[src/rtl/alu_exec_pkg.sv]
// Shared definitions for the ALU execute unit: op codes, FSM encoding and
// shift direction constants. The op codes are also used by the ALU control
// decoder, so they must stay in step with it.
`timescale 1ns/1ps

package alu_exec_pkg;

  // 4-bit ALU operation codes
  localparam logic [3:0] OP_ADD = 4'b0000;
  localparam logic [3:0] OP_SUB = 4'b0001;
  localparam logic [3:0] OP_AND = 4'b0010;
  localparam logic [3:0] OP_OR  = 4'b0011;
  localparam logic [3:0] OP_XOR = 4'b0100;
  localparam logic [3:0] OP_SLL = 4'b0101;
  localparam logic [3:0] OP_SRL = 4'b0110;
  localparam logic [3:0] OP_LUI = 4'b0111;
  localparam logic [3:0] OP_BEQ = 4'b1000;
  localparam logic [3:0] OP_BNE = 4'b1001;

  // Shift direction for the serial shifter
  localparam logic SHIFT_LEFT  = 1'b0;
  localparam logic SHIFT_RIGHT = 1'b1;

  // Execute-unit FSM states (only used by the iterative shifter build)
  typedef enum logic {
    ST_IDLE  = 1'b0,
    ST_SHIFT = 1'b1
  } state_e;

endpackage

[src/rtl/alu_serial_shifter.sv]
// Iterative one-bit-per-cycle logical shifter. A start pulse loads the
// operand and shift count; each following cycle shifts once and decrements
// the count. done is high in the cycle whose edge performs the final shift,
// with data_out holding the finished value to capture at that edge.
`timescale 1ns/1ps

module alu_serial_shifter
  import alu_exec_pkg::*;
#(
  parameter int DATA_WIDTH  = 32,
  parameter int SHAMT_WIDTH = 5
) (
  input  logic                   clk,
  input  logic                   reset,
  input  logic                   start,
  input  logic                   dir,
  input  logic [DATA_WIDTH-1:0]  data_in,
  input  logic [SHAMT_WIDTH-1:0] amount,
  output logic                   done,
  output logic [DATA_WIDTH-1:0]  data_out
);

  logic [DATA_WIDTH-1:0]  shift_q;
  logic [SHAMT_WIDTH-1:0] count_q;
  logic                   dir_q;
  logic                   busy;

  assign busy     = (count_q != '0);
  assign done     = (count_q == SHAMT_WIDTH'(1));
  assign data_out = (dir_q == SHIFT_RIGHT) ? (shift_q >> 1) : (shift_q << 1);

  // Load on start, otherwise shift one bit and count down while busy
  always_ff @(posedge clk) begin
    if (!reset) begin
      shift_q <= '0;
      count_q <= '0;
      dir_q   <= SHIFT_LEFT;
    end else if (start) begin
      shift_q <= data_in;
      count_q <= amount;
      dir_q   <= dir;
    end else if (busy) begin
      shift_q <= data_out;
      count_q <= count_q - SHAMT_WIDTH'(1);
    end
  end

endmodule

[src/rtl/alu_exec_unit.sv]
// ALU execute unit: accepts an op code and two operands, returns a
// registered result with zero and branch-taken flags.
// Build option ALU_EXEC_FAST_SHIFT_EN: when defined, SLL/SRL use a
// combinational barrel shifter (latency 1, no SHIFT state); when undefined,
// shifts run on the iterative serial shifter and stall the input.
//
// Handshake: a transfer happens on an edge where valid && ready are both
// high. The input side is ready only when idle and the output register is
// empty or being drained in the same cycle. The output side holds
// out_valid_o, result_o and the flags stable until out_ready_i is seen high.
`timescale 1ns/1ps

module alu_exec_unit
  import alu_exec_pkg::*;
#(
  parameter int DATA_WIDTH  = 32,
  parameter int SHAMT_WIDTH = 5
) (
  input  logic                  clk,
  input  logic                  reset,
  input  logic                  in_valid_i,
  output logic                  in_ready_o,
  input  logic [3:0]            alu_op_i,
  input  logic [DATA_WIDTH-1:0] a_i,
  input  logic [DATA_WIDTH-1:0] b_i,
  output logic                  out_valid_o,
  input  logic                  out_ready_i,
  output logic [DATA_WIDTH-1:0] result_o,
  output logic                  zero_o,
  output logic                  branch_o
);

  logic                   out_valid_q;
  logic [DATA_WIDTH-1:0]  result_q;
  logic                   zero_q;
  logic                   branch_q;

  logic [SHAMT_WIDTH-1:0] shamt;
  logic                   accept;
  logic                   load_result;
  logic [DATA_WIDTH-1:0]  alu_result;
  logic                   alu_branch;
  logic [DATA_WIDTH-1:0]  next_result;
  logic                   next_branch;
  logic                   out_free;

  assign shamt    = b_i[SHAMT_WIDTH-1:0];
  assign out_free = !out_valid_q || out_ready_i;
  assign accept   = in_valid_i && in_ready_o;

  // Single-cycle op mux; shifts here are only used when they finish in one cycle
  always_comb begin
    alu_result = '0;
    alu_branch = 1'b0;
    case (alu_op_i)
      OP_ADD: alu_result = a_i + b_i;
      OP_SUB: alu_result = a_i - b_i;
      OP_AND: alu_result = a_i & b_i;
      OP_OR:  alu_result = a_i | b_i;
      OP_XOR: alu_result = a_i ^ b_i;
`ifdef ALU_EXEC_FAST_SHIFT_EN
      OP_SLL: alu_result = a_i << shamt;
      OP_SRL: alu_result = a_i >> shamt;
`else
      // Reached only with shamt == 0; nonzero amounts go to the serial shifter
      OP_SLL: alu_result = a_i;
      OP_SRL: alu_result = a_i;
`endif
      OP_LUI: alu_result = b_i;
      OP_BEQ: begin
        alu_result = a_i - b_i;
        alu_branch = (a_i == b_i);
      end
      OP_BNE: begin
        alu_result = a_i - b_i;
        alu_branch = (a_i != b_i);
      end
      default: begin
        alu_result = '0;
        alu_branch = 1'b0;
      end
    endcase
  end

`ifdef ALU_EXEC_FAST_SHIFT_EN

  assign in_ready_o  = out_free;
  assign load_result = accept;
  assign next_result = alu_result;
  assign next_branch = alu_branch;

`else

  state_e                state_q;
  state_e                state_d;
  logic                  is_shift;
  logic                  start_shift;
  logic                  shift_done;
  logic [DATA_WIDTH-1:0] shift_data;

  assign is_shift    = (alu_op_i == OP_SLL) || (alu_op_i == OP_SRL);
  assign start_shift = accept && is_shift && (shamt != '0);
  assign in_ready_o  = (state_q == ST_IDLE) && out_free;

  // A finished shift and a new accept cannot coincide: input is stalled in SHIFT
  assign load_result = (accept && !start_shift) || shift_done;
  assign next_result = shift_done ? shift_data : alu_result;
  assign next_branch = shift_done ? 1'b0 : alu_branch;

  alu_serial_shifter #(
    .DATA_WIDTH  (DATA_WIDTH),
    .SHAMT_WIDTH (SHAMT_WIDTH)
  ) u_shifter (
    .clk      (clk),
    .reset    (reset),
    .start    (start_shift),
    .dir      ((alu_op_i == OP_SRL) ? SHIFT_RIGHT : SHIFT_LEFT),
    .data_in  (a_i),
    .amount   (shamt),
    .done     (shift_done),
    .data_out (shift_data)
  );

  // FSM state register
  always_ff @(posedge clk) begin
    if (!reset) begin
      state_q <= ST_IDLE;
    end else begin
      state_q <= state_d;
    end
  end

  // FSM next state: enter SHIFT on a multi-cycle shift, leave when it completes
  always_comb begin
    state_d = state_q;
    case (state_q)
      ST_IDLE:  if (start_shift) state_d = ST_SHIFT;
      ST_SHIFT: if (shift_done)  state_d = ST_IDLE;
      default:  state_d = ST_IDLE;
    endcase
  end

`endif

  // Output register: load a new result, otherwise clear valid once drained
  always_ff @(posedge clk) begin
    if (!reset) begin
      out_valid_q <= 1'b0;
      result_q    <= '0;
      zero_q      <= 1'b1;
      branch_q    <= 1'b0;
    end else if (load_result) begin
      out_valid_q <= 1'b1;
      result_q    <= next_result;
      zero_q      <= (next_result == '0);
      branch_q    <= next_branch;
    end else if (out_ready_i) begin
      out_valid_q <= 1'b0;
    end
  end

  assign out_valid_o = out_valid_q;
  assign result_o    = result_q;
  assign zero_o      = zero_q;
  assign branch_o    = branch_q;

endmodule
[config.mk]
export PLATFORM = sky130hd
export DESIGN_NAME = alu_exec_unit
export DESIGN_NICKNAME = d
export VERILOG_FILES = /design/src/rtl/alu_exec_pkg.sv /design/src/rtl/alu_serial_shifter.sv /design/src/rtl/alu_exec_unit.sv
export SDC_FILE = /design/constraint.sdc
export NUM_CORES = 1
export LEC_CHECK = 0
export BUFFER_PORTS_ARGS = -buffer_cell sky130_fd_sc_hd__clkbuf_2
export CORE_MARGIN = 3
export CORE_UTILIZATION = 25
export CTS_BUF_LIST = sky130_fd_sc_hd__clkbuf_8
export DETAILED_ROUTE_END_ITERATION = 8
export GPL_ROUTABILITY_DRIVEN = 0
export HOLD_SLACK_MARGIN = 0.05
export PLACE_DENSITY = 0.49
export SLEW_MARGIN = 20
export SYNTH_ARGS = -nofsm -noshare
export SYNTH_HDL_FRONTEND = slang
export SYNTH_SLANG_ARGS = --single-unit
[constraint.sdc]
create_clock -name clk -period 5.62 [get_ports clk]
set_input_delay 1.124 -clock clk [delete_from_list [all_inputs] [get_ports clk]]
set_output_delay 1.124 -clock clk [all_outputs]
set_load 0.01 [all_outputs]
* Word level (Yosys, flattened, before mapping)
Index checks and enable logic that the tools add are counted.
** Cells by class
- Add/sub/neg operators :: 3
- Eq/ne operators :: 12
- Mux-type cells :: 15
- Bitwise gates (word level) :: 4
- Reduce and logical (&&, ||, !) cells :: 18
** Operators by type and width (number)
- $pmux W32 S7 :: 1
- $mux W32 :: 4
- $add A32 B32 Y32 :: 1
- $and A32 B32 Y32 :: 1
- $eq A32 B32 Y1 :: 1
- $logic_not A32 Y1 :: 1
- $ne A32 B32 Y1 :: 1
- $or A32 B32 Y32 :: 1
- $sub A32 B32 Y32 :: 1
- $xor A32 B32 Y32 :: 1
- $eq A4 B3 Y1 const B :: 4
- $mux W5 :: 2
- $reduce_bool A5 Y1 :: 2
- $eq A4 B2 Y1 const B :: 2
- $eq A4 B4 Y1 const B :: 2
- $mux W1 :: 6
- $eq A5 B1 Y1 const B :: 1
- $logic_and A1 B1 Y1 :: 5
- $sub A5 B1 Y5 const B :: 1
- $eq A4 B1 Y1 const B :: 1
- $logic_not A4 Y1 :: 1
- $pmux W1 S2 :: 2
- $reduce_bool A2 Y1 :: 2
- $logic_or A1 B1 Y1 :: 3
- other kinds (4) :: 5
** Word-level totals
- Flip-flop bits (word level) :: 74
- Logic and storage cells :: 60

* Longest topological paths before layout
- Depth in word-level cells :: 10
- Depth in mapped cells :: 15

* By module
From an unflattened synthesis, not the netlist that was laid out.
** Unflattened totals
- Cell total of the unflattened synthesis :: 1435
- Area total of the unflattened synthesis :: 10196.0 µm²
** Modules (own cells, without submodules)
- alu_exec_unit :: instances 1, cells an instance 1176, area an instance 7957.6 µm², seq. area each 720.7 µm²
- alu_serial_shifter :: instances 1, cells an instance 259, area an instance 2238.4 µm², seq. area each 760.7 µm²

* Worst setup path before layout
OpenSTA, ideal clock, no wires.
- Path type :: input -> register
- From :: in a_i[0]
- To :: reg zero_q (netlist: zero_o)
- Library setup time :: 0.059 ns
- Data arrival time :: 4.374 ns
- Data required time :: 5.561 ns
- Setup slack :: 1.187 ns
- Stages :: 15
- Path buffers :: 0
- Path through :: inv_1 > ha_1 > inv_1 > fa_1 > nor2b_1 > o311ai_4 > a211oi_1 > a2111oi_2 > nor3_1 > a2111oi_1 > mux2i_1 > o221ai_1 > or3_1 > nor4_2 > a41o_1
** Between the ends
- Cells in the longest elaborated chain, start to end :: 4
** Ends and longest elaborated chain
- from (decl) :: RTL line alu_exec_unit.sv:24 : input logic [DATA_WIDTH-1:0] a_i,
- $sub A32 B32 Y32, or another cell as far along :: RTL line alu_exec_unit.sv:57, alu_exec_unit.sv:71, alu_exec_unit.sv:75
- $pmux W32 S7 (*) :: RTL line alu_exec_unit.sv:55 : case (alu_op_i)
- $mux W32 (*) :: RTL line alu_exec_unit.sv:107 : assign next_result = shift_done ? shift_data : alu_result;
- $logic_not A32 Y1 (*) :: RTL line alu_exec_unit.sv:155 : zero_q <= (next_result == '0);
- to (signal assigned) :: RTL line alu_exec_unit.sv:155
- to (decl) :: RTL line alu_exec_unit.sv:35 : logic zero_q;
Mark *: on every way between the ends. The rest lies on a longest branch, timed or not.
A chain may end at the register's enable or synchronous reset.

* Worst setup path in the final report
Ends and elaborated chain as after synthesis.

==> results.py <==
metrics = {
    "clock_network": {
        "clockBufferDepth": 2,
        "cts_buffers": 9,
        "ctsRootBufferMaster": "clkbuf_8",
        "cts.repair.resized": 0,
        "htreeDepth": 3,
        "cts_setup_buffers": 0,
        "clkLatencyLatePin_ns": 0.40,
        "clk_pin_slew_ns": 0.09,
        "clkSinkCount": 74,
        "cts_tree": "yes",
        "ctsHoldBuffers": 0,
    },
    "job": {
        "drv_cap": 0,
    },
    "power_and_ir_drop": {
        "p_per_area_nw_per_um2": 315.9,
        "power_leakage_nw": 4.893,
        "power_mw": 3.722,
        "vdd_drop_max_mv": 0.1678,
    },
    "detailed_routing": {
        "wl_per_cell_um": 23.92,
        "via_per_inst": 5.879,
        "dr.pass1.iters": 6,
        "remaining_drc_errors": 0,
        "via_count": 12364,
        "ant_nets": 0,
        "drt_iter0_markers": 1542,
        "totalWireLength_um": 50300,
    },
    "grt": {
        "grt_pass1_wl_um": 75010,
        "grt_start_max_net_pins": 61,
        "grt_pass1_vias": 11730,
        "grt_overflow": 0,
        "grtUsageTotal_pct": 22.00,
        "antenna_found_initial": 4,
    },
    "logic_synthesis": {
        "synth_area_sq_um": 10370,
        "synth_top_area_share_pct": 14.28,
        "ys_ff_latch": 74,
        "synthTopCellsByArea": "dfxtp_1, ha_1, nor2_1",
        "synth_edf_count": 0,
        "synth.avg_cell_area_sq_um": 6.933,
        "synth_warnings": 0,
        "synth_nets": 1676,
        "async_reset_ff_share_pct": 0,
        "ys_seq_area_share_pct": 14.28,
        "yosys_most_used_dff": "dfxtp_1",
        "synth_cell_types": 97,
        "syn_inst": 1496,
        "synth_top_area_cell": "dfxtp_1",
    },
    "min_path": {
        "holdCritPathClass": "register to register",
    },
    "timing": {
        "tns_ns": 0,
        "clock_skew_ns": 0.02912,
        "fin_crit_sh_pct": 85.06,
        "max_freq_mhz": 209.2,
        "worst_slew_pin_slew_ns": 0.9053,
        "maxSlewHeadroom_pct": 39.64,
        "finalMaxSlewViolations": 0,
        "hold_viol_final": 0,
        "setup_viol": 0,
        "rsz0062_at_grt": "false",
        "setup_slack_ns": 0.8398,
        "min_period_ns": 4.780,
    },
    "floorplanning": {
        "fp.dieH_um": 209.7,
        "design.core.area_sq_um": 40370,
        "pin_count": 108,
        "start_util_pct": 25.69,
        "die_x_um": 209.7,
        "dieArea_sq_um": 43970,
        "rows": 73,
    },
    "critical_path": {
        "max_stage_delay_ns": 0.49,
        "cp_max_fo": 8,
        "crit_path_start_kind": "primary input",
        "crit_type": "primary input to register",
        "crit_buf_inv": 4,
        "cp-end-kind": "register",
        "critPathArrivalTime_ns": 5.11,
        "cpMostUsedCell": "inv_1",
        "cpMaxStageDelayCell": "a2111oi_1",
        "cp_data_required_time_ns": 5.95,
        "path_delay_family": "compound AO/OA/AOI/OAI gates",
        "cp_cell_sequence": "clkbuf_2 -> inv_1 -> ha_1 -> inv_1 -> fa_1 -> nor2b_1 -> o311ai_4 -> a211oi_1 -> a2111oi_2 -> buf_4 -> nor3_1 -> a2111oi_1 -> mux2i_1 -> o221ai_1 -> or3_1 -> nor4_2 -> a41o_1",
    },
    "finish": {
        "drive_gt1_share_pct": 13.70,
        "fin_area_sq_um": 11780,
        "most-common-layout-cells": "nor2_1, a21oi_1, nand2_1",
        "layout_commonest_cell": "nor2_1",
        "syn2layout_area_growth_pct": 13.60,
        "seq_area_sq_um": 1483,
        "nNetsFinal": 1752,
        "fillers": 4494,
        "fin_util_pct": 29.19,
        "multiInputGateArea_sq_um": 8061,
    },
    "outcome": {
        "status": "finished clean",
    },
    "place": {
        "place_hpwl_um": 39700,
        "io_buffers": 107,
        "dpl_cell_area_sq_um": 11570,
        "dpl_worst_slack_ns": 0.5728,
    },
}
==> synth_stat cells, types with 5 or more instances <==
cell,instances
a2111o_1,6
a211o_1,10
a211oi_1,65
a21o_1,15
a21oi_1,151
a221o_1,7
a221oi_1,14
a22oi_1,12
a31oi_1,24
a32oi_1,7
and2_1,7
and3_1,6
buf_1,8
buf_2,16
buf_4,6
buf_6,10
clkbuf_1,56
dfxtp_1,74
ha_1,106
inv_1,98
mux2i_1,37
nand2_1,115
nand2b_1,22
nand3_1,23
nand3b_1,5
nand4_1,17
nor2_1,203
nor2b_1,19
nor3_1,44
nor4_1,21
o211ai_1,19
o21a_1,11
o21ai_0,79
o21bai_1,11
o221ai_1,14
o22ai_1,11
o31ai_1,13
or2_2,6
or3_1,12
xnor2_1,15
==> final timing paths <==
kind              cells after the start                         to  slack [ns]                              start
hold reg to reg                       2  result_o[22]$_SDFFE_PN0P_        0.45          result_o[22]$_SDFFE_PN0P_
setup / recovery                     17        zero_o$_SDFFE_PN1P_        0.84                             a_i[0]
setup reg to reg                     14        zero_o$_SDFFE_PN1P_        1.32  u_shifter.count_q[1]$_SDFFE_PN0P_
hold / removal                        2  result_o[22]$_SDFFE_PN0P_        0.45          result_o[22]$_SDFFE_PN0P_
==> power breakdown <==
part	total (mW)	leakage [nW]	internal, mW	switching, mW
logic	2.36	4.17	0.832	1.53
registers	0.880	0.610	0.711	0.169
clock network	0.480	0.109	0.224	0.256
total	3.72	4.89	1.77	1.96
==> area by class of cell <==
type / instances / area share (%)
Multi-Input combinational cell: 1224 / 68.42
Sequential cell: 74 / 12.58
Timing Repair Buffer: 163 / 8.432
Tap cell: 525 / 5.575
Inverter: 100 / 3.186
Clock buffer: 10 / 1.168
Clock inverter: 6 / 0.6159
Antenna cell: 1 / 0.02124
==> state kept, by name, summed over array words and instances, names as in the netlist <==
register,flops
zero_o,1
u_shifter.dir_q,1
result_o,32
u_shifter.count_q,5
state_q,1
out_valid_o,1
u_shifter.shift_q,32
branch_o,1
==> per-layer routing <==
metal | global-route usage, % | vias up | wire length (um) | share of wire (%)
met4 | 8.868 | 4 | 2194 | 4.4
met3 | 4.634 | 131 | 5098 | 10
met2 | 33.66 | 704 | 21250 | 42
met5 | 0 | - | 23 | 0.046
met1 | 30.09 | 5881 | 21730 | 43
li1 | - | 5644 | - | -
==> cells by family after synthesis <==
logic type / Yosys count / synth area share, %
AND/OR/NAND/NOR: 533 / 24.73
flip-flops: 74 / 14.28
AO/OA/AOI/OAI: 525 / 33.99
XOR/XNOR: 17 / 1.436
buffers and inverters: 198 / 8.384
multiplexers: 41 / 4.005
adder cells (fa/ha/maj): 108 / 13.17
==> tightest hold or removal path, delay by kind of cell (launching register included) <==
family             cells  cell delay, ns
AOI/OAI and AO/OA      1            0.05
and+or+nand+nor        1            0.05
DFF                    1            0.31
==> per-stage QoR <==
stage	std cells	hold WS (ns)
after global routing	2102	0.4668
after detailed placement	2086	0.4470
final	2103	0.4532
after CTS	2102	0.4594
after global placement	2086	0.4410
after floorplan	1496	0.4577
(Power assumes the default switching activity.)
